File: config.mk
export PLATFORM = sky130hd
export DESIGN_NAME = lop_norm_pipe
export DESIGN_NICKNAME = d
export VERILOG_FILES = /design/src/rtl/lop_norm_pipe.sv
export SDC_FILE = /design/constraint.sdc
export NUM_CORES = 1
export LEC_CHECK = 0
export CAP_MARGIN = 25
export CORE_ASPECT_RATIO = 0.7
export CORE_UTILIZATION = 35
export CTS_CLUSTER_SIZE = 20
export DETAILED_ROUTE_END_ITERATION = 8
export MAX_ROUTING_LAYER = met4
export SLEW_MARGIN = 5
export SYNTH_ARGS = -nofsm -noshare
export SYNTH_HDL_FRONTEND = slang
export SYNTH_SLANG_ARGS = --single-unit
File: constraint.sdc
create_clock -name clk -period 5.2 [get_ports clk]
set_input_delay 0.52 -clock clk [delete_from_list [all_inputs] [get_ports clk]]
set_output_delay 0.52 -clock clk [all_outputs]
set_load 0.01 [all_outputs]
File: src/rtl/lop_norm_pipe.sv
// Three-stage elastic add/subtract, leading-one detect and normalise pipeline.
// S1 forms the signed magnitude sum, S2 finds the normalisation shift, S3 drives the outputs.
module lop_norm_pipe #(
  parameter  int MANT_W = 24,
  parameter  int EXP_W  = 8,
  localparam int SH_W   = $clog2(MANT_W + 1)
) (
  input  logic              clk,
  input  logic              rst,
  input  logic              in_valid,
  output logic              in_ready,
  input  logic              sign1,
  input  logic              sign2,
  input  logic [MANT_W-1:0] op1,
  input  logic [MANT_W-1:0] op2,
  input  logic [EXP_W-1:0]  exp_in,
  output logic              out_valid,
  input  logic              out_ready,
  output logic              sign_out,
  output logic [MANT_W-1:0] mant_out,
  output logic [EXP_W-1:0]  exp_out,
  output logic [SH_W-1:0]   shift,
  output logic              shift_dir,
  output logic              zero,
  output logic              ovf,
  output logic              uf
);

  localparam int CW = ((EXP_W > SH_W) ? EXP_W : SH_W) + 1;

  logic              s1_v_q, s2_v_q, out_valid_q;
  logic              s1_hold, s2_hold, s3_hold;

  logic [MANT_W:0]   sum_d;
  logic              s1_sign_d;
  logic [MANT_W:0]   s1_sum_q;
  logic              s1_sign_q;
  logic [EXP_W-1:0]  s1_exp_q;

  logic [SH_W-1:0]   s2_sh_d;
  logic              s2_dir_d, s2_zero_d;
  logic [MANT_W:0]   s2_sum_q;
  logic              s2_sign_q;
  logic [EXP_W-1:0]  s2_exp_q;
  logic [SH_W-1:0]   s2_sh_q;
  logic              s2_dir_q, s2_zero_q;

  logic [EXP_W:0]    exp_inc;
  logic [CW-1:0]     exp_ext, sh_ext;
  logic              sign_d, dir_d, zero_d, ovf_d, uf_d;
  logic [MANT_W-1:0] mant_d;
  logic [EXP_W-1:0]  exp_d;
  logic [SH_W-1:0]   sh_d;

  logic              sign_q, dir_q, zero_q, ovf_q, uf_q;
  logic [MANT_W-1:0] mant_q;
  logic [EXP_W-1:0]  exp_q;
  logic [SH_W-1:0]   sh_q;

  // Stall chain: each stage holds only when it is full and everything downstream holds.
  assign s3_hold  = out_valid_q & ~out_ready;
  assign s2_hold  = s2_v_q & s3_hold;
  assign s1_hold  = s1_v_q & s2_hold;
  assign in_ready = ~rst & ~s1_hold;

  // S1: signed magnitude sum
  always_comb begin
    sum_d     = '0;
    s1_sign_d = sign1;
    if (sign1 == sign2) begin
      sum_d = {1'b0, op1} + {1'b0, op2};
    end else if (op1 >= op2) begin
      sum_d = {1'b0, op1 - op2};
    end else begin
      sum_d     = {1'b0, op2 - op1};
      s1_sign_d = sign2;
    end
  end

  always_ff @(posedge clk) begin
    if (rst) begin
      s1_v_q <= 1'b0;
    end else if (!s1_hold) begin
      s1_v_q    <= in_valid;
      s1_sum_q  <= sum_d;
      s1_sign_q <= s1_sign_d;
      s1_exp_q  <= exp_in;
    end
  end

  // S2: leading-one detect; the ascending scan leaves the most significant one's shift
  always_comb begin
    s2_sh_d   = '0;
    s2_dir_d  = 1'b0;
    s2_zero_d = (s1_sum_q == '0);
    if (s1_sum_q[MANT_W]) begin
      s2_dir_d = 1'b1;
      s2_sh_d  = SH_W'(1);
    end else begin
      for (int unsigned i = 0; i < MANT_W; i++) begin
        if (s1_sum_q[i]) s2_sh_d = SH_W'(MANT_W - 1 - i);
      end
    end
  end

  always_ff @(posedge clk) begin
    if (rst) begin
      s2_v_q <= 1'b0;
    end else if (!s2_hold) begin
      s2_v_q    <= s1_v_q;
      s2_sum_q  <= s1_sum_q;
      s2_sign_q <= s1_sign_q;
      s2_exp_q  <= s1_exp_q;
      s2_sh_q   <= s2_sh_d;
      s2_dir_q  <= s2_dir_d;
      s2_zero_q <= s2_zero_d;
    end
  end

  // S3: result classification, priority zero > carry/ovf > left/uf
  always_comb begin
    exp_inc = {1'b0, s2_exp_q} + (EXP_W + 1)'(1);
    exp_ext = CW'(s2_exp_q);
    sh_ext  = CW'(s2_sh_q);
    sign_d  = s2_sign_q;
    mant_d  = '0;
    exp_d   = '0;
    sh_d    = s2_sh_q;
    dir_d   = s2_dir_q;
    zero_d  = 1'b0;
    ovf_d   = 1'b0;
    uf_d    = 1'b0;
    if (s2_zero_q) begin
      sign_d = 1'b0;
      sh_d   = '0;
      dir_d  = 1'b0;
      zero_d = 1'b1;
    end else if (s2_dir_q) begin
      if (exp_inc == {1'b0, {EXP_W{1'b1}}}) begin
        ovf_d = 1'b1;
        exp_d = '1;
      end else begin
        mant_d = s2_sum_q[MANT_W:1];
        exp_d  = exp_inc[EXP_W-1:0];
      end
    end else if (exp_ext <= sh_ext) begin
      uf_d = 1'b1;
    end else begin
      mant_d = s2_sum_q[MANT_W-1:0] << s2_sh_q;
      exp_d  = EXP_W'(exp_ext - sh_ext);
    end
  end

  always_ff @(posedge clk) begin
    if (rst) begin
      out_valid_q <= 1'b0;
      sign_q      <= 1'b0;
      mant_q      <= '0;
      exp_q       <= '0;
      sh_q        <= '0;
      dir_q       <= 1'b0;
      zero_q      <= 1'b0;
      ovf_q       <= 1'b0;
      uf_q        <= 1'b0;
    end else if (!s3_hold) begin
      out_valid_q <= s2_v_q;
      if (s2_v_q) begin
        sign_q <= sign_d;
        mant_q <= mant_d;
        exp_q  <= exp_d;
        sh_q   <= sh_d;
        dir_q  <= dir_d;
        zero_q <= zero_d;
        ovf_q  <= ovf_d;
        uf_q   <= uf_d;
      end
    end
  end

  assign out_valid = out_valid_q;
  assign sign_out  = sign_q;
  assign mant_out  = mant_q;
  assign exp_out   = exp_q;
  assign shift     = sh_q;
  assign shift_dir = dir_q;
  assign zero      = zero_q;
  assign ovf       = ovf_q;
  assign uf        = uf_q;

endmodule

==> impl_metrics.csv <==
group,metric,value,unit
run_status,run_status,"complete, no violations",
logic_synthesis,synth_seq_cells,119,
setup_path,cp_top_family,"compound AO/OA/AOI/OAI gates",
logic_synthesis,avgSynthCellArea,8.85,um^2
placement,place_area,10800,um^2
cts,post_cts_buffers,0,
cells_and_area,design_area,11400,um^2
logic_synthesis,yosys-mux-area-fraction,8.22,%
cts,clkSinkCount,119,
setup_path,reg2regPathDepth,11,
logic_synthesis,async_flop_share,0,%
timing,drv_slew,0,
grt,grt_max_degree,48,
route,route.vias.total,8436,
timing,setup_violations,0,
cells_and_area,final_common_cell,"nor2_1",
grt,grt_pass1_vias,7658,
setup_path,crit_required,5.36,ns
timing,grt_setup_unrepaired,"false",
logic_synthesis,yosys_warnings,0,
floorplan,start_util,36.1,%
floorplan,coreArea,26000,um^2
hold_path,min_path_type,"reg -> reg",
logic_synthesis,synth_compound_area_share,22.3,%
setup_path,critPathMostFrequentCell,"o21ai_1",
floorplan,die_area,27500,um^2
hold_path,whs_endpoint,"s2_exp_q[0]$_DFFE_PP_",
logic_synthesis,yosys.area_share.simple,15.4,%
timing,min_period_over_period,77.0,%
logic_synthesis,synth_ff_type,"edfxtp_1",
cells_and_area,final_nets,1287,
floorplan,die_y,139,um
placement,hpwl,20600,um
cts,cts-hold-fix-buffers,0,
setup_path,worst-path-buf-inv,3,
grt,grt_overflow,0,
logic_synthesis,synthesis.nets,1205,
placement,io_buffers,105,
cts,clk_latency,0.41,ns
floorplan,rows,49,
cts,root_buffer,"clkbuf_16",
timing,worstMarginPinSlew,0.713,ns
route,drcViolationCount,0,
cells_and_area,syn2layout_area_growth,21.1,%
logic_synthesis,synth_top_family_by_area,"compound AO/OA/AOI/OAI gates",
placement,gp_congestion,0.935,
setup_path,r2r_start,"s2_sh_q[3]$_SDFFCE_PN0P_",
cells_and_area,antennaDiodeCount,0,
cells_and_area,drive_gt1_share,8.14,%
setup_path,cpPeakStageDelay,0.56,ns
cts,clkTransAtPathRegs,0.05,ns
logic_synthesis,synthDistinctLibCells,78,
cts,cts_resized,0,
hold_path,hold_path_startpoint,"s1_exp_q[0]$_DFFE_PP_",
setup_path,slowest_stage,"ha_1",
timing,slew_headroom,52.5,%
logic_synthesis,synth-edff-count,74,
cts,clock_path_buffers,2,
logic_synthesis,synthesis.area,9390,um^2
grt,grt_pass1_wl,43000,um
setup_path,critical_path_arrival,4.16,ns
setup_path,worst-path-max-fanout,26,
setup_path,path_cells,"clkdlybuf4s50_1, inv_1, ha_1, nand2_1, o21ai_1, o211ai_1, o21ai_4, buf_12, mux2_2, a221o_1, o21ai_1, xnor2_1",
power,power_density,295,nW/um^2
setup_path,critical_path_class,"in -> reg",
setup_path,startpoint_type,"primary input",
power,leakagePower,4.53,nW
grt,antenna_found_initial,0,
floorplan,io_pins,106,
logic_synthesis,ys_seq_area_share,33.2,%
power,irDropWorstVdd,0.204,mV
setup_path,rrSetupSlack,1.62,ns
route,avgRoutedWirePerCell,17.9,um
route,vias_per_cell,5.58,
route,drtPass1Iterations,5,
cells_and_area,final_cell_mix,"nor2_1, a21oi_1, clkdlybuf4s50_1",
timing,fin_crit,4.00,ns
logic_synthesis,synthAdderAreaFrac,11.2,%
logic_synthesis,syn_inst,1061,
cells_and_area,fillers,2622,
cts,cts_buffers,17,
cts,cts_tree,"yes",
setup_path,cp-end-kind,"flip-flop",
timing,tns,0,ns
timing,fin_skew,0.00684,ns
flow_run,cap_violations,0,
timing,hold_viol,0,
hold_path,hold_depth,0,
logic_synthesis,synthXorXnorAreaFrac,3.26,%
timing,fmax,0.250,GHz
floorplan,die_w,198,um
route,drt_iter0_drc,919,
route,drtAntennaViolNets,0,
cts,cts_htree_levels,4,
route,wirelength,27100,um
grt,track_usage,20.4,%
setup_path,r2r_end,"mant_out[11]$_SDFFE_PP0P_",
[Yosys cell counts (20+ instances only)]
cell	count	area, um^2
a21oi_1	105	526
nor3_1	26	130
edfxtp_1	74	2220
a22oi_1	20	150
inv_1	89	334
o21ai_0	43	215
nor2_1	130	488
nand2_1	71	267
ha_1	78	976
clkbuf_1	29	109
dfxtp_1	45	901
xnor2_1	27	236
mux2i_1	25	250
[through the flow]
| stage | hold slack [ns] | std cells | utilization (%) | setup WS, ns | power, mW |
|---|---|---|---|---|---|
| 4_1_cts | 0.421 | 1512 | 43.8 | 1.24 | 3.37 |
| 3_3_place_gp | 0.403 | 1480 | 41.4 | 0.843 | 2.18 |
| 5_1_grt | 0.427 | 1512 | 43.8 | 0.934 | 3.53 |
| 3_5_place_dp | 0.407 | 1481 | 41.5 | 0.818 | 2.18 |
| 6_report | 0.418 | 1512 | 43.8 | 1.20 | 3.36 |
| 2_1_floorplan | 0.400 | 1061 | - | 1.92 | 1.88 |
[final cells by class]
cell class,instances,area [um^2],share of cell area (%)
Timing Repair Buffer,119,1180,10.3
Tap cell,357,447,3.93
Clock inverter,13,156,1.37
Clock buffer,18,429,3.77
Inverter,90,338,2.97
Multi-Input combinational cell,796,5710,50.2
Sequential cell,119,3120,27.4
[per-layer routing]
metal / share of wire [%] / vias up / GRT usage, %
met5: 0 / - / -
met4: 0.58 / 0 / 3.14
met3: 7.4 / 18 / 2.89
met2: 41 / 354 / 28.3
met1: 51 / 4043 / 31.4
li1: - / 4021 / -
[kinds of logic (layout without fill, tap and decap cells)]
group           after synthesis  in the layout
simple gates                314            314
compound gates              311            311
buf+inv                     146            240
flops                       119            119
fa+ha+maj                    82             82
mux                          54             54
xor+xnor                     35             35
[sequential cells by signal, summed over array words and instances, names as in the netlist, 5 cells and up]
name	count
s1_exp_q	8
s1_sum_q	25
mant_out	24
s2_sum_q	25
s2_exp_q	8
s2_sh_q	5
exp_out	8
shift	5
[worst register-to-register path, delay by kind of cell, from the launching register on]
family,cells,cell delay (ns)
AOI/OAI and AO/OA,6,1.11
DFF,1,0.72
buffers and inverters,2,0.68
and+or+nand+nor,2,0.51
adders and majority gates,1,0.49
[report_power, final]
| group | internal, mW | total (mW) | switching [mW] |
|---|---|---|---|
| Clock | 0.747 | 1.18 | 0.433 |
| Sequential | 1.13 | 1.23 | 0.102 |
| Combinational | 0.417 | 0.951 | 0.535 |
[worst max path at each step]
stage | startpoint | endpoint | slack, ns | cells after the start
after floorplan | op1[0] | s1_sum_q[23]$_DFFE_PP_ | 1.92 | 12
after global placement | op1[0] | s1_sum_q[23]$_DFFE_PP_ | 0.84 | 13
after detailed placement | op1[0] | s1_sum_q[23]$_DFFE_PP_ | 0.82 | 13
after CTS | op1[0] | s1_sum_q[22]$_DFFE_PP_ | 1.24 | 13
after global routing | op1[15] | s1_sum_q[22]$_DFFE_PP_ | 0.93 | 12
final | op1[15] | s1_sum_q[22]$_DFFE_PP_ | 1.20 | 12
Power figures use the tool's default switching activity.
